$ cat config.mk
export PLATFORM = sky130hd
export DESIGN_NAME = clock_button_conditioner
export DESIGN_NICKNAME = d
export VERILOG_FILES = /design/src/rtl/clock_button_conditioner.sv
export SDC_FILE = /design/constraint.sdc
export NUM_CORES = 1
export LEC_CHECK = 0
export BUFFER_PORTS_ARGS = -buffer_cell sky130_fd_sc_hd__buf_2
export CORE_ASPECT_RATIO = 1.1
export CORE_MARGIN = 2
export CORE_UTILIZATION = 25
export CTS_CLUSTER_SIZE = 30
export DETAILED_ROUTE_END_ITERATION = 12
export SLEW_MARGIN = 25
export SYNTH_ARGS = -nofsm -noshare
export SYNTH_HDL_FRONTEND = slang
export SYNTH_SLANG_ARGS = --single-unit
$ cat constraint.sdc
create_clock -name clk -period 2.79 [get_ports clk]
set_input_delay 0.1395 -clock clk [delete_from_list [all_inputs] [get_ports clk]]
set_output_delay 0.1395 -clock clk [all_outputs]
set_load 0.01 [all_outputs]
$ cat src/rtl/clock_button_conditioner.sv
// Button front end for the clock UI: per-button synchronizer, integrating debouncer,
// one-cycle active-low press pulse, long-press detect and optional auto-repeat.
module clock_button_conditioner #(
    parameter int unsigned         N_BTN           = 3,
    parameter int unsigned         DEBOUNCE_CYCLES = 1_000_000,
    parameter int unsigned         LONG_CYCLES     = 50_000_000,
    parameter int unsigned         REPEAT_CYCLES   = 10_000_000,
    parameter logic [N_BTN-1:0]    REPEAT_MASK     = 3'b100
) (
    input  logic             clk,
    input  logic             rst_n,
    input  logic [N_BTN-1:0] btn_raw_i,
    output logic [N_BTN-1:0] btn_pulse_n_o,
    output logic [N_BTN-1:0] btn_level_o,
    output logic [N_BTN-1:0] btn_long_o
);

    localparam int unsigned DbW   = $clog2(DEBOUNCE_CYCLES + 1);
    localparam int unsigned HoldW = $clog2(LONG_CYCLES + 1);
    localparam int unsigned RptW  = $clog2(REPEAT_CYCLES + 1);

    localparam logic [DbW-1:0]   DbMax   = DbW'(DEBOUNCE_CYCLES - 1);
    localparam logic [HoldW-1:0] HoldMax = HoldW'(LONG_CYCLES - 1);
    localparam logic [RptW-1:0]  RptMax  = RptW'(REPEAT_CYCLES - 1);

    typedef enum logic [1:0] {StIdle, StHeld, StLong, StRepeat} state_e;

    logic [N_BTN-1:0] s1_q, s2_q;

    // Two-flop synchronizer for the asynchronous raw buttons
    always_ff @(posedge clk or negedge rst_n) begin
        if (!rst_n) begin
            s1_q <= '0;
            s2_q <= '0;
        end else begin
            s1_q <= btn_raw_i;
            s2_q <= s1_q;
        end
    end

    for (genvar i = 0; i < N_BTN; i++) begin : g_btn
        logic [DbW-1:0]   db_cnt_q, db_cnt_d;
        logic             level_q, level_d;
        state_e           state_q, state_d;
        logic [HoldW-1:0] hold_cnt_q, hold_cnt_d;
        logic [RptW-1:0]  rpt_cnt_q, rpt_cnt_d;
        logic             pulse_n_q, long_q;
        logic             press, long_evt;

        // Integrating debouncer: any single agreeing cycle restarts the count
        always_comb begin
            db_cnt_d = db_cnt_q;
            level_d  = level_q;
            if (s2_q[i] == level_q) begin
                db_cnt_d = '0;
            end else if (db_cnt_q == DbMax) begin
                level_d  = s2_q[i];
                db_cnt_d = '0;
            end else begin
                db_cnt_d = db_cnt_q + 1'b1;
            end
        end

        // Press / long-press / repeat FSM driven by the debounced level
        always_comb begin
            state_d    = state_q;
            hold_cnt_d = hold_cnt_q;
            rpt_cnt_d  = rpt_cnt_q;
            press      = 1'b0;
            long_evt   = 1'b0;
            unique case (state_q)
                StIdle: begin
                    if (level_q) begin
                        press      = 1'b1;
                        hold_cnt_d = '0;
                        state_d    = StHeld;
                    end
                end
                StHeld: begin
                    if (!level_q) begin
                        state_d = StIdle;
                    end else if (hold_cnt_q == HoldMax) begin
                        long_evt = 1'b1;
                        if (REPEAT_MASK[i]) begin
                            press     = 1'b1;
                            rpt_cnt_d = '0;
                            state_d   = StRepeat;
                        end else begin
                            state_d = StLong;
                        end
                    end else begin
                        // Only counts below the threshold, so it can never wrap
                        hold_cnt_d = hold_cnt_q + 1'b1;
                    end
                end
                StLong: begin
                    if (!level_q) state_d = StIdle;
                end
                StRepeat: begin
                    if (!level_q) begin
                        state_d = StIdle;
                    end else if (rpt_cnt_q == RptMax) begin
                        press     = 1'b1;
                        rpt_cnt_d = '0;
                    end else begin
                        rpt_cnt_d = rpt_cnt_q + 1'b1;
                    end
                end
                default: state_d = StIdle;
            endcase
        end

        // State registers; outputs are registered to keep input->output paths sequential
        always_ff @(posedge clk or negedge rst_n) begin
            if (!rst_n) begin
                db_cnt_q   <= '0;
                level_q    <= 1'b0;
                state_q    <= StIdle;
                hold_cnt_q <= '0;
                rpt_cnt_q  <= '0;
                pulse_n_q  <= 1'b1;
                long_q     <= 1'b0;
            end else begin
                db_cnt_q   <= db_cnt_d;
                level_q    <= level_d;
                state_q    <= state_d;
                hold_cnt_q <= hold_cnt_d;
                rpt_cnt_q  <= rpt_cnt_d;
                pulse_n_q  <= ~press;
                long_q     <= long_evt;
            end
        end

        assign btn_pulse_n_o[i] = pulse_n_q;
        assign btn_level_o[i]   = level_q;
        assign btn_long_o[i]    = long_q;
    end

endmodule
======== Word level (Yosys, flattened, before mapping) ========
Cells that the tools add are included.
operators by class
  muxes and demuxes ....................... 61
  reductions and logical operators ........ 22
  equal/unequal tests ..................... 38
  add/subtract/negate cells ............... 9
  bitwise operators ....................... 6
operators with widths
  operator                                       count
  two-way mux 26 bit                             9
  one-hot mux 26 bit (2 select lines)            3
  two-way mux 24 bit                             6
  two-way mux 20 bit                             6
  adder 26 x 1 -> 26 bit, second input constant  3
  == test 26 bit, second input constant          3
  adder 24 x 1 -> 24 bit, second input constant  3
  == test 24 bit, second input constant          3
  adder 20 x 1 -> 20 bit, second input constant  3
  == test 20 bit, second input constant          3
  one-hot mux 24 bit (2 select lines)            1
  inequality test 2 bit, second input constant   14
  two-way mux 2 bit                              12
  two-way mux 1 bit                              18
  one-hot mux 2 bit (3 select lines)             3
  AND reduction 4 bit                            4
  == test 2 bit, second input constant           6
  AND reduction 2 bit                            5
  inequality test 3 bit, second input constant   3
  AND reduction 3 bit                            3
  nonzero test 2 bit                             4
  == test 2 x 1 -> 1 bit, second input constant  3
  zero test 2 bit                                3
  NOT 1 bit                                      6
  4 further kinds                                9
word-level totals
  logic and storage cells ................. 159
  register bits after elaboration ......... 231
  output and inout bits ................... 9
  bits of input ports ..................... 5

======== Longest topological paths before layout ========
  word-level depth ........................ 5
  mapped depth ............................ 9

======== Worst setup path before layout ========
Ideal clock, no wire load.
  kind .................................... register to register
  from .................................... register g_btn[2].hold_cnt_q[9]
  to ...................................... register g_btn[2].rpt_cnt_q[17]
  clock period less this slack ............ 2.462 ns
  arrival ................................. 2.328 ns
  required time ........................... 2.656 ns
  setup slack ............................. 0.328 ns
  setup time .............................. 0.134 ns
  stages on the path, launching flop included .. 7
  path through ............................ dfrtp_1 -> or4_4 -> or4_4 -> or3_4 -> a21oi_4 -> buf_6 -> a21oi_1
between the ends
  longest elaborated chain between the ends .. 3
RTL lines
  element                                 RTL line  RTL
  start, declared                         45        logic [HoldW-1:0] hold_cnt_q, hold_cnt_d;
  start signal, assigned                  127       hold_cnt_q <= hold_cnt_d;
  == test 26 bit                          82        end else if (hold_cnt_q == HoldMax) begin
  inequality test 2 bit (no source line)  -
  AND reduction 4 bit (no source line)    -
  end signal, assigned                    128       rpt_cnt_q <= rpt_cnt_d;
  end, declared                           46        logic [RptW-1:0] rpt_cnt_q, rpt_cnt_d;
No other way between the ends.
A chain may end at the register's enable or synchronous reset.

======== Worst setup path in the final report ========
  from .................................... register g_btn[2].hold_cnt_q[10]
  to ...................................... register g_btn[2].hold_cnt_q[2]
between the ends
  longest elaborated chain between the ends .. 3
RTL lines
  element                                 RTL line
  == test 26 bit                          82
  inequality test 2 bit (no source line)  -
  AND reduction 4 bit (no source line)    -
No other way between the ends.

==> results_dict.tcl <==
set metrics [dict create \
    outcome "finished, final reports clean" \
    p_switching_uw 1450 \
    power_frac_seq_pct 48.4 \
    fin_cells 1931 \
    slew_headroom_pct 62.73 \
    dp_hpwl_um 15940 \
    period_minus_slack_ns 2.529 \
    clock_skew_ns 0.02995 \
    numCtsBuffers 26 \
    power_leakage_uw 0.005530 \
    switching_share_pct 20.79 \
    synthMuxAreaShare_pct 0.5576 \
    diodes 0 \
    initial_core_util_pct 25.39 \
    drt_wl_total_um 23790 \
    max_stage_delay_ns 0.57 \
    maxCapViolCount 0 \
    ys_async_sr_fraction_pct 100.0 \
    dieWidth_um 212.0 \
    clockBufferDepth 3 \
    startpoint_type "register" \
    drc 0 \
    antenna_found_initial 0 \
    dp_cells 1880 \
    vias 9080 \
    area_growth_pct 14.90 \
    synth_fp_nets 1277 \
    cts_root_buf "clkbuf_16" \
    criticalPathCategory "register to register" \
    synth_top_family_by_area "simple AND/OR/NAND/NOR gates" \
    n_fill_cell 4867 \
    cts_tree "done" \
    io-pin-count 14 \
    wl_per_cell_um 12.32 \
    grt_pass1_wl_um 42290 \
    clkPwrFrac_pct 49.9 \
    rsz0062_at_grt "no" \
    clkLatencyLatePin_ns 0.55 \
    cp-end-kind "register" \
    p_per_area_mw_per_mm2 510.4 \
    synth-compound-area-share_pct 8.227 \
    core_area_mm2 0.04684 \
    ant_nets 0 \
    report.final.slew_viol_count 0 \
    finalSetupTns_ns 0 \
    cp_slowest_cell "or4_4" \
    hp-class "primary input to asynchronous set/reset pin" \
    syn_inst 1255 \
    synth_cell_type_count 62 \
    drive_gt1_share_pct 8.578 \
    synth_fa_ha_area_share_pct 1.789 \
    syn_area_mm2 0.01189 \
    crit_path_frequent_cell "or4_4" \
    drt_iter0_markers 433 \
    cts_sinks 231 \
    grt_start_max_net_pins 74 \
    setup_violations 0 \
    p_int_uw 5524 \
    postCtsSetupBuffers 0 \
    worst_pin_slew_ns 0.5544 \
    yosys_warnings 0 \
    critPathMaxFanout 7 \
    grt_pass1_vias 9091 \
    gp_congestion 0.7769 \
    yosys.area_share.simple_pct 27.91 \
    synth_xor_area_share_pct 9.721 \
    dieArea_mm2 0.04933 \
    synth_seq_cells 231 \
    htreeDepth 1 \
    ys_seq_area_share_pct 48.64 \
    fmax_mhz 395.4 \
    crit_chain "or4_4 -> or4_4 -> o31ai_1 -> or2_2 -> o21ai_0" \
    synth_ff_type "dfrtp_1" \
    required_ns 3.19 \
    hold_viol 0 \
    portBuffers 13 \
    fin_crit_sh_pct 90.64 \
    synth-edff-count 0 \
    nNetsFinal 1297 \
    r2r_setup_slack_ns 0.26 \
    grt_use_total_pct 9.913 \
    grt_overflow 0 \
    worstPathArrival_ns 2.93 \
    crit_buf_inv 0 \
    clk_pin_slew_ns 0.06 \
    post_dp_cell_area_mm2 0.01273 \
    cp_top_family "simple AND/OR/NAND/NOR gates" \
    die_y_um 232.8 \
    design_area_mm2 0.01366 \
    rows 83 \
    viasPerCell 4.702 \
    syn_avg_cell_area_um2 9.476 \
    first_pass_iters 4 \
    p_comb_share_pct 1.7 \
    ir_drop_v 0.0004419 \
]
==> sequential cells by signal (all words and copies together), names as in the netlist <==
register          count
g_btn.hold_cnt_q     78
g_btn.rpt_cnt_q      72
g_btn.db_cnt_q       60
g_btn.state_q         6
g_btn.level_q         3
g_btn.long_q          3
g_btn.pulse_n_q       3
s1_q                  3
s2_q                  3
==> logic make-up (layout without fill, tap and decap cells) <==
family,Yosys count,after routing
simple gates,626,626
flops,231,231
compound gates,159,159
xor+xnor,132,132
buf+inv,84,123
fa+ha+maj,17,17
mux,6,6
==> cell usage after synthesis, types with 4 or more instances <==
master,number,area (um^2)
mux2_2,5,56.30
and3_1,34,212.7
o211ai_1,7,52.55
nor4_1,38,237.7
buf_2,5,25.02
nand2_1,98,367.9
xnor2_1,93,814.5
nor2_1,161,604.3
ha_1,17,212.7
nor3_1,31,155.2
inv_1,35,131.4
nand2b_1,4,25.02
o41ai_1,5,43.79
o31ai_1,23,172.7
nand3_1,81,405.4
or4_1,20,150.1
a31oi_1,4,25.02
and4_1,18,157.7
and2_1,22,137.6
a22o_1,5,43.79
dfrtp_1,228,5705
xor2_1,39,341.6
nand4_1,45,281.5
clkbuf_1,27,101.4
buf_4,12,90.09
nor4b_1,11,96.34
or2_2,9,56.30
or3_1,27,168.9
a21oi_1,49,245.2
o21ai_0,49,245.2
==> layout by cell type, fill, tap and decap left out, types with 4 or more instances in the layout <==
| cell | n |
|---|---|
| a22o_1 | 5 |
| xnor2_1 | 93 |
| xor2_1 | 39 |
| or2_2 | 9 |
| buf_4 | 22 |
| mux2_2 | 5 |
| buf_2 | 12 |
| a21oi_1 | 49 |
| nand2b_1 | 4 |
| clkbuf_1 | 4 |
| a31oi_1 | 4 |
| or4_1 | 20 |
| nor4_1 | 38 |
| nand4_1 | 45 |
| o31ai_1 | 23 |
| dfrtp_1 | 228 |
| clkinv_2 | 5 |
| or3_1 | 27 |
| and4_1 | 18 |
| ha_1 | 17 |
| and3_1 | 34 |
| nor2_1 | 161 |
| clkbuf_8 | 9 |
| nand3_1 | 81 |
| o21ai_0 | 49 |
| inv_1 | 35 |
| nor3_1 | 31 |
| o41ai_1 | 5 |
| and2_1 | 22 |
| o211ai_1 | 7 |
| nor4b_1 | 11 |
| clkbuf_16 | 26 |
| nand2_1 | 98 |
| dlygate4sd3_1 | 4 |
==> power groups by stage <==
stage | logic [uW] | clock network [uW] | registers (uW)
final | 118 | 3480 | 3380
after global routing | 143 | 3760 | 3380
after CTS | 127 | 3620 | 3380
after detailed placement | 122 | 0 | 3440
after global placement | 121 | 0 | 3440
after floorplan | 32.9 | 0 | 3440
==> repair_timing <==
item | CTS | global route
hold buffers | 4 | 0
resized for setup | 0 | 0
endpoints found under the setup margin | 0 | 0
endpoints found under the hold margin | 70 | 0
==> path summary, 6_finish.rpt <==
path                                          endpoint                    start  cells after the start
worst min register to register                 s2_q[2]                  s1_q[2]                      0
max in group asynchronous        g_btn[1].db_cnt_q[12]                    rst_n                      3
worst max register to register  g_btn[2].hold_cnt_q[2]  g_btn[2].hold_cnt_q[10]                      5
worst min-delay path            g_btn[1].hold_cnt_q[8]                    rst_n                      2
min in group clk                               s1_q[1]             btn_raw_i[1]                      2
worst max-delay path            g_btn[2].hold_cnt_q[2]  g_btn[2].hold_cnt_q[10]                      5
==> cell type report <==
class	instances	area, um^2	share of cell area, %
timing repair buffer	41	320.3	2.344
multi-input combinational	940	5741	42.01
tap	637	797.0	5.833
clock inverter	8	101.3	0.7417
clock buffer	39	789.5	5.778
sequential	231	5784	42.33
inverter	35	131.4	0.9614
==> metal layers <==
layer / share of wire [%] / GRT usage (%)
met1: 47 / 12.77
met4: 2.0 / 2.905
met3: 3.0 / 1.620
met5: 0 / 0
met2: 48 / 17.03
==> per-stage QoR <==
stage | total power, uW | hold slack (ns) | util [%] | setup slack, ns
global route | 7276 | 0.1980 | 29.17 | 0.07022
detailed placement | 3559 | 0.1548 | 27.19 | 0.2780
floorplan | 3468 | -0.1561 | - | 0.3283
finish | 6974 | 0.1474 | 29.17 | 0.2612
CTS | 7122 | 0.1604 | 29.17 | 0.2756
global placement | 3557 | 0.1558 | 27.19 | 0.3059
Power figures use the tool's default switching activity.
